[src/rtl/inst_queue_pkg.sv]
// inst_queue_pkg: shared definitions for the instruction queue.
//
// Holds the bus-width / constant macros shared by the fetch/decode interface
// and the per-cycle action encoding used by inst_queue.
//
// Macros: `InstBus, `AddrBus (bit ranges), `Enable/`Disable, `True/`False,
//         `Null (all-zero word), `IQ_SIZE_LOG (default log2 queue depth).
// Optional build macro honoured by inst_queue: IQ_BYPASS_EN.

`ifndef INST_QUEUE_DEFINES
`define INST_QUEUE_DEFINES
`define InstBus     31:0
`define AddrBus     31:0
`define Enable      1'b1
`define Disable     1'b0
`define True        1'b1
`define False       1'b0
`define Null        32'h0000_0000
`define IQ_SIZE_LOG 4
`endif

package inst_queue_pkg;

  // What the queue state does on the coming clock edge, in priority order:
  // reset beats hold (rdy low), hold beats flush, flush beats push/pop.
  typedef enum logic [1:0] {
    OpReset  = 2'd0,
    OpHold   = 2'd1,
    OpFlush  = 2'd2,
    OpUpdate = 2'd3
  } iq_op_e;

  function automatic iq_op_e iq_decode_op(input logic rst, input logic rdy, input logic clear);
    if (rst) begin
      return OpReset;
    end else if (!rdy) begin
      return OpHold;
    end else if (clear) begin
      return OpFlush;
    end
    return OpUpdate;
  endfunction

endpackage

[src/rtl/inst_queue.sv]
// inst_queue: circular FIFO of fetched instruction/PC pairs between IF and ID.
//
// The oldest entry is presented to the decoder; it is popped when ID reports a
// successful dispatch. A misprediction Clear empties the queue.
//
// Parameters:
//   IQ_SIZE_LOG  log2 of the queue depth (default 4 -> 16 entries).
// Ports:
//   clk          system clock, rising edge
//   rst          synchronous active-high reset
//   rdy          global ready; low freezes all state
//   Clear        flush from the ROB
//   IF_S         fetch presents a valid instruction
//   IF_Inst      fetched instruction word
//   IF_pc        PC of IF_Inst
//   IF_Full      queue cannot accept a push this cycle
//   IQ_S         head entry valid
//   IQ_Inst      head instruction (zero when empty)
//   IQ_pc        head PC (zero when empty)
//   IQ_Success   ID accepted the head this cycle
//
// Build option: define IQ_BYPASS_EN to forward IF straight to ID when the
// queue is empty (same-cycle path). Without it, latency is at least 1 cycle.

module inst_queue
  import inst_queue_pkg::*;
#(
  parameter int unsigned IQ_SIZE_LOG = `IQ_SIZE_LOG
) (
  input  logic            clk,
  input  logic            rst,
  input  logic            rdy,
  input  logic            Clear,
  input  logic            IF_S,
  input  logic [`InstBus] IF_Inst,
  input  logic [`AddrBus] IF_pc,
  output logic            IF_Full,
  output logic            IQ_S,
  output logic [`InstBus] IQ_Inst,
  output logic [`AddrBus] IQ_pc,
  input  logic            IQ_Success
);

  localparam int unsigned DEPTH = 1 << IQ_SIZE_LOG;

  localparam logic [IQ_SIZE_LOG-1:0] PtrOne  = {{(IQ_SIZE_LOG-1){1'b0}}, 1'b1};
  localparam logic [IQ_SIZE_LOG:0]   CntOne  = {{IQ_SIZE_LOG{1'b0}}, 1'b1};
  localparam logic [IQ_SIZE_LOG:0]   CntFull = (IQ_SIZE_LOG + 1)'(DEPTH);

  // Entry storage; contents are never reset, validity comes from count_q.
  logic [`InstBus] inst_mem [DEPTH];
  logic [`AddrBus] pc_mem   [DEPTH];

  logic [IQ_SIZE_LOG-1:0] head_q, tail_q;
  logic [IQ_SIZE_LOG:0]   count_q, count_d;

  iq_op_e op;
  logic   empty;
  logic   full;
  logic   bypass;       // IF entry shown directly to ID this cycle
  logic   bypass_take;  // ...and consumed by ID, so it is never stored
  logic   push;
  logic   pop;

  assign op    = iq_decode_op(rst, rdy, Clear);
  assign empty = (count_q == '0);
  assign full  = (count_q == CntFull);

`ifdef IQ_BYPASS_EN
  // Only forward when the edge will actually act on the queue normally.
  assign bypass      = empty && IF_S && (op == OpUpdate);
  assign bypass_take = bypass && IQ_Success;
`else
  assign bypass      = `False;
  assign bypass_take = `False;
`endif

  // Full refuses a push even if a pop frees a slot on the same edge, which
  // keeps IF_Full a pure function of registered state.
  assign push = IF_S && !full && !bypass_take;
  assign pop  = IQ_Success && !empty;

  always_comb begin
    count_d = count_q;
    unique case ({push, pop})
      2'b10:   count_d = count_q + CntOne;
      2'b01:   count_d = count_q - CntOne;
      default: count_d = count_q;
    endcase
  end

  // Pointers and occupancy.
  always_ff @(posedge clk) begin
    unique case (op)
      OpReset, OpFlush: begin
        head_q  <= '0;
        tail_q  <= '0;
        count_q <= '0;
      end
      OpUpdate: begin
        if (push) tail_q <= tail_q + PtrOne;
        if (pop)  head_q <= head_q + PtrOne;
        count_q <= count_d;
      end
      default: begin
        // OpHold: everything keeps its value.
      end
    endcase
  end

  // Entry write at the tail.
  always_ff @(posedge clk) begin
    if ((op == OpUpdate) && push) begin
      inst_mem[tail_q] <= IF_Inst;
      pc_mem[tail_q]   <= IF_pc;
    end
  end

  assign IF_Full = full;

  always_comb begin
    IQ_S    = `Disable;
    IQ_Inst = `Null;
    IQ_pc   = `Null;
    if (bypass) begin
      IQ_S    = `Enable;
      IQ_Inst = IF_Inst;
      IQ_pc   = IF_pc;
    end else if (!empty) begin
      IQ_S    = `Enable;
      IQ_Inst = inst_mem[head_q];
      IQ_pc   = pc_mem[head_q];
    end
  end

endmodule

[config.mk]
export PLATFORM = sky130hd
export DESIGN_NAME = inst_queue
export DESIGN_NICKNAME = d
export VERILOG_FILES = /design/src/rtl/inst_queue_pkg.sv /design/src/rtl/inst_queue.sv
export SDC_FILE = /design/constraint.sdc
export NUM_CORES = 1
export LEC_CHECK = 0
export ABC_AREA = 1
export BUFFER_PORTS_ARGS = -buffer_cell sky130_fd_sc_hd__buf_4
export CORE_MARGIN = 5
export CORE_UTILIZATION = 50
export CTS_CLUSTER_SIZE = 20
export DETAILED_ROUTE_END_ITERATION = 6
export PLACE_DENSITY = 0.71
export SYNTH_ARGS = -nofsm -noshare
export SYNTH_HDL_FRONTEND = slang
export SYNTH_SLANG_ARGS = --single-unit
[constraint.sdc]
create_clock -name clk -period 6.8 [get_ports clk]
set_input_delay 1.02 -clock clk [delete_from_list [all_inputs] [get_ports clk]]
set_output_delay 1.02 -clock clk [all_outputs]
set_load 0.1 [all_outputs]
==> reports/results.ini, run 1 <==
[synth]
synth_seq_cells=1041
synth_area_um2=44350
syn_avg_cell_area_um2=10.75
synth.area.top_cells=edfxtp_1 (70%), nand2_1 (13%), nand3_1 (7.3%)
ys_seq_area_share_pct=70.39
synth_fp_nets=4205
synthCells=4126
ys.flop_type=edfxtp_1
synth_warnings=0
synth_edf_count=1037
synth_top_area_share_pct=70.21
synth.largest_area_cell=edfxtp_1
ys_types=26
synthArstFlopShare_pct=0

[power_and_ir_drop]
power.density_nw_per_um2=287.2
pwr-share-seq_pct=50.3
switching_share_pct=26.32
power_frac_clock_pct=37.9
vdd.ir_drop.worst_uv=200.2
internal_power_uw=10440
power_switching_uw=3730
p_leak_uw=0.02013
combPwrFrac_pct=11.8

[finish]
syn2layout_area_growth_pct=11.26
final_cell_mix=nand2_1 (1553), edfxtp_1 (1037), nand3_1 (646)
layout_commonest_cell=nand2_1
ff_latch_area_um2=31240
final_nets=4282
drive_gt1_share_pct=8.347
final_core_util_pct=55.93
multi_input_area_um2=9868
finalNonFillerCells=5458
fillers=7192

[placed_design]
dp_cells=5262
dp_hpwl_mm=51.99
gp_congestion=0.7553
port_buffers=135

[clocking]
numCtsBuffers=104
path_clk_slew_ns=0.06
cts_buffer_depth=3
cts_max_level=3
cts_tree=yes
postCtsSetupBuffers=0
cts-root-buf=clkbuf_16
cts_sinks=1041
cts_resized=0
cts_hold_buffers=0
clk_latency_ns=0.69

[routing]
first_pass_iters=6
postRouteAntennaNets=0
drt_iter0_drc=3182
totalWireLength_mm=109.1
drc_errors=0
via_count=29050
vias_per_cell=5.322
wl_per_cell_um=19.99

[worst_setup_path]
path_class=reg2out
endpoint_kind=primary output
crit_arrival_ns=4.05
crit_fanout=230
crit_path_start_kind=flop
cp.required_ns=5.78

[sta]
grt_setup_unrepaired=false
fmax_mhz=197.2
worst_slew_pin_slew_ns=1.228
finClkSkew_ns=0.04335
hold_viol_final=0
tns_ns=0
setup_viol=0
fin_crit_sh_pct=74.57
slew_headroom_pct=17.67
finalMaxSlewViolations=0
period_minus_slack_ns=5.071

[flow_run]
drv_cap=0

[hold_path]
hold_path.class=reg2reg

[grt]
use_met1_pct=30.19
grt-busiest-layer=met2
overflow=0
grt_pass1_wl_mm=166.4
grt_use_met3_pct=4.181
grt_max_degree=231
track_usage_pct=22.73
antenna_found_initial=5
grt_pass1_vias=28240
globalRouteMet2Util_pct=38.45

[floorplanning]
ioPinCount=136
core_um2=88240
start_util_pct=50.26
dieWidth_um=307.8
dieHeight_um=307.8
dieArea_um2=94760
row_count=109

[status]
status=finished clean

[cells by family (layout without fill, tap and decap cells)]
group / after synthesis / count (layout) / share of synthesized area [%]
adders and majority gates: 9 / 9 / 0.2539
DFF: 1041 / 1041 / 70.39
xor gates and xnor gates: 4 / 4 / 0.07900
AOI/OAI and AO/OA: 82 / 82 / 0.9366
buffers and inverters: 760 / 923 / 7.541
and+or+nand+nor: 2230 / 2230 / 20.80
other: 0 / 4 / 0
[stage by stage]
step,cell area [µm²],setup slack [ns],hold WS (ns),total power [µW]
2_1_floorplan,44350,0.2482,0.5018,8475
3_3_place_gp,46130,2.578,0.5236,8916
3_5_place_dp,46130,2.590,0.5404,8929
4_1_cts,49340,1.842,0.5597,14250
5_1_grt,49340,1.496,0.5890,14650
6_report,49350,1.729,0.5710,14170
[layout make-up]
cell class | count | area share [%]
clock inverters | 59 | 0.8240
clock buffers | 133 | 5.667
flip-flops and latches | 1041 | 63.30
multi-input cells | 2325 | 20.00
well taps | 1165 | 2.954
inverters | 542 | 4.189
diodes | 4 | 0.02028
repair buffers | 189 | 3.053
[Yosys cell counts (2+ instances only)]
master    instances
a21oi_1          71
buf_1            18
buf_2           113
buf_4            22
buf_6            35
clkbuf_1         30
dfxtp_1           4
edfxtp_1       1037
ha_1              9
inv_1           538
inv_2             3
nand2_1        1553
nand3_1         646
nand4_1           2
nor2_1           10
nor3_1           16
o21ai_0           8
xnor2_1           2
xor2_1            2
[state kept, by name, summed over array words and instances (netlist names), named ones only]
name,count
inst_mem,512
tail_q,4
pc_mem,512
head_q,4
count_q,5
[layer usage]
metal	vias to the layer above	share of wire, %
met1	13920	40
met3	198	8.0
met2	1215	49
li1	13710	-
met4	2	2.4
met5	-	0.012
[critical path, stage by stage, from the launching register on]
cell	delay (ns)
dfxtp_4	0.98
inv_16	0.43
buf_4	0.53
nand2_1	0.12
nand3_1	0.07
nand3_1	0.10
nand3_1	0.08
a21oi_1	0.39
buf_4	0.37
[power groups by stage]
stage / Combinational (µW) / Clock [µW] / Sequential [µW]
after global placement: 1660 / 0 / 7260
after detailed placement: 1670 / 0 / 7260
after floorplan: 1240 / 0 / 7230
final: 1670 / 5380 / 7120
after CTS: 1680 / 5450 / 7120
after global routing: 1790 / 5730 / 7120
[final timing paths]
path	from	to	slack, ns	depth (start not counted)
setup / recovery	flop	IQ_Inst[1]	1.73	8
hold reg to reg	head_q[3]$_DFFE_PP_	flop	0.57	2
hold / removal	head_q[3]$_DFFE_PP_	flop	0.57	2
setup reg to reg	count_q[2]$_SDFFCE_PP0P_	inst_mem[6][0]$_DFFE_PP_	3.71	5
No activity file was read; power rests on OpenSTA's default activity.
==> inputs of run 2 (changes only) <==
Settings changed: PLACE_DENSITY 0.71 to 0.68.
Clock period 6.8 ns to 5.19 ns, I/O delays scaled along.
==> reports/results.ini, run 2 (synthesis results as in run 1) <==
[sta]
finalMaxSlewViolations=0
finClkSkew_ns=0.04752
slew_headroom_pct=20.47
period_minus_slack_ns=4.366
holdWs_ns=0.4050
fmax_mhz=229.0
worst_slew_pin_slew_ns=1.193
fin_crit_sh_pct=84.13
grt_setup_unrepaired=false
setup_viol=0
tns_ns=0
hold_viol_final=0

[finish]
layout_commonest_cell=nand2_1
drive_gt1_share_pct=8.481
syn2layout_area_growth_pct=11.88
final_nets=4285
fillers=7173
reg_top3=inst_mem x512, pc_mem x512, count_q x5
final_core_util_pct=56.24
final_cell_mix=nand2_1 (1553), edfxtp_1 (1037), nand3_1 (646)

[floorplanning]
core_um2=88240
dieHeight_um=307.8
start_util_pct=50.26
dieArea_um2=94760
ioPinCount=136
row_count=109
dieWidth_um=307.8

[placed_design]
port_buffers=135
dp_hpwl_mm=51.43
gp_congestion=0.7464

[worst_setup_path]
crit_top_cell=nand2_1
cp.required_ns=4.41
endpoint_kind=primary output
critPathBufInv=3
cpMaxStageDelayCell=inv_16
max_stage_delay_ns=0.55
crit_family=buffers and inverters
crit_path_start_kind=flop
crit_fanout=284
crit_arrival_ns=3.59
crit_chain=inv_16, buf_4, nand2_1, nand2_1, nand2_1, nand3_1, nand3_1, a21oi_1, buf_4
worstReg2RegStart=count_q[2]$_SDFFCE_PP0P_
path_class=reg2out

[power_and_ir_drop]
power.density_nw_per_um2=380.3
vdd.ir_drop.worst_uv=246.5
p_leak_uw=0.02024

[grt]
antenna_found_initial=10
grt_pass1_wl_mm=166.2
grt_max_degree=285
overflow=0
track_usage_pct=22.81
grt_pass1_vias=27760

[clocking]
cts-root-buf=clkbuf_16
postCtsSetupBuffers=0
cts_sinks=1041
numCtsBuffers=104
cts_resized=0
cts_hold_buffers=0
clk_latency_ns=0.67
cts_buffer_depth=3
path_clk_slew_ns=0.06
cts_tree=yes
cts_max_level=3

[routing]
totalWireLength_mm=109.5
dr_wl_met2_mm=53.08
postRouteAntennaNets=0
met3_wirelength_mm=8.105
routed.top_layer=met5
wl_per_cell_um=20.04
via_count=28930
drt_iter0_drc=2955
wl_met1_mm=45.90
drc_errors=0
first_pass_iters=6
vias_per_cell=5.293

[hold_path]
hp-start=IF_Inst[3]
hold_path.class=in2reg

[status]
status=finished clean

[flow_run]
drv_cap=0

## run 2: area by class of cell
| cell class | count | area, µm² | area share, % |
|---|---|---|---|
| clock buffers | 121 | 2666 | 5.373 |
| flip-flops and latches | 1041 | 31240 | 62.95 |
| repair buffers | 192 | 1642 | 3.308 |
| well taps | 1165 | 1458 | 2.938 |
| diodes | 9 | 22.52 | 0.04539 |
| multi-input cells | 2325 | 9868 | 19.89 |
| clock inverters | 71 | 663.1 | 1.336 |
| inverters | 542 | 2067 | 4.166 |
## run 2: worst paths after layout
kind	endpoint	slack (ns)	depth (start not counted)
worst min register to register	flop	0.63	2
worst min-delay path	inst_mem[13][3]$_DFFE_PP_	0.40	1
worst max-delay path	IQ_pc[3]	0.82	9
worst max register to register	pc_mem[3][2]$_DFFE_PP_	2.61	5
## run 2: power breakdown
group	internal (µW)	total, µW	switching [µW]
clock network	4180	7330	3150
logic	465	2220	1760
registers	9280	9320	41.7
total	13900	18900	4950
## run 2: through the flow
step	instances	total power, µW	worst slack [ns]	cell area (µm²)
2_1_floorplan	4126	11100	-1.120	44350
3_3_place_gp	5265	11700	1.556	46270
3_5_place_dp	5265	11720	1.511	46270
4_1_cts	5457	18980	0.8094	49600
5_1_grt	5461	19490	0.6331	49610
6_report	5466	18870	0.8238	49620
## run 2: metal layers
metal,track usage (%),up-vias
met4,6.601,2
met2,38.27,1078
met3,3.700,181
met1,31.16,13950
li1,-,13730
met5,0,-
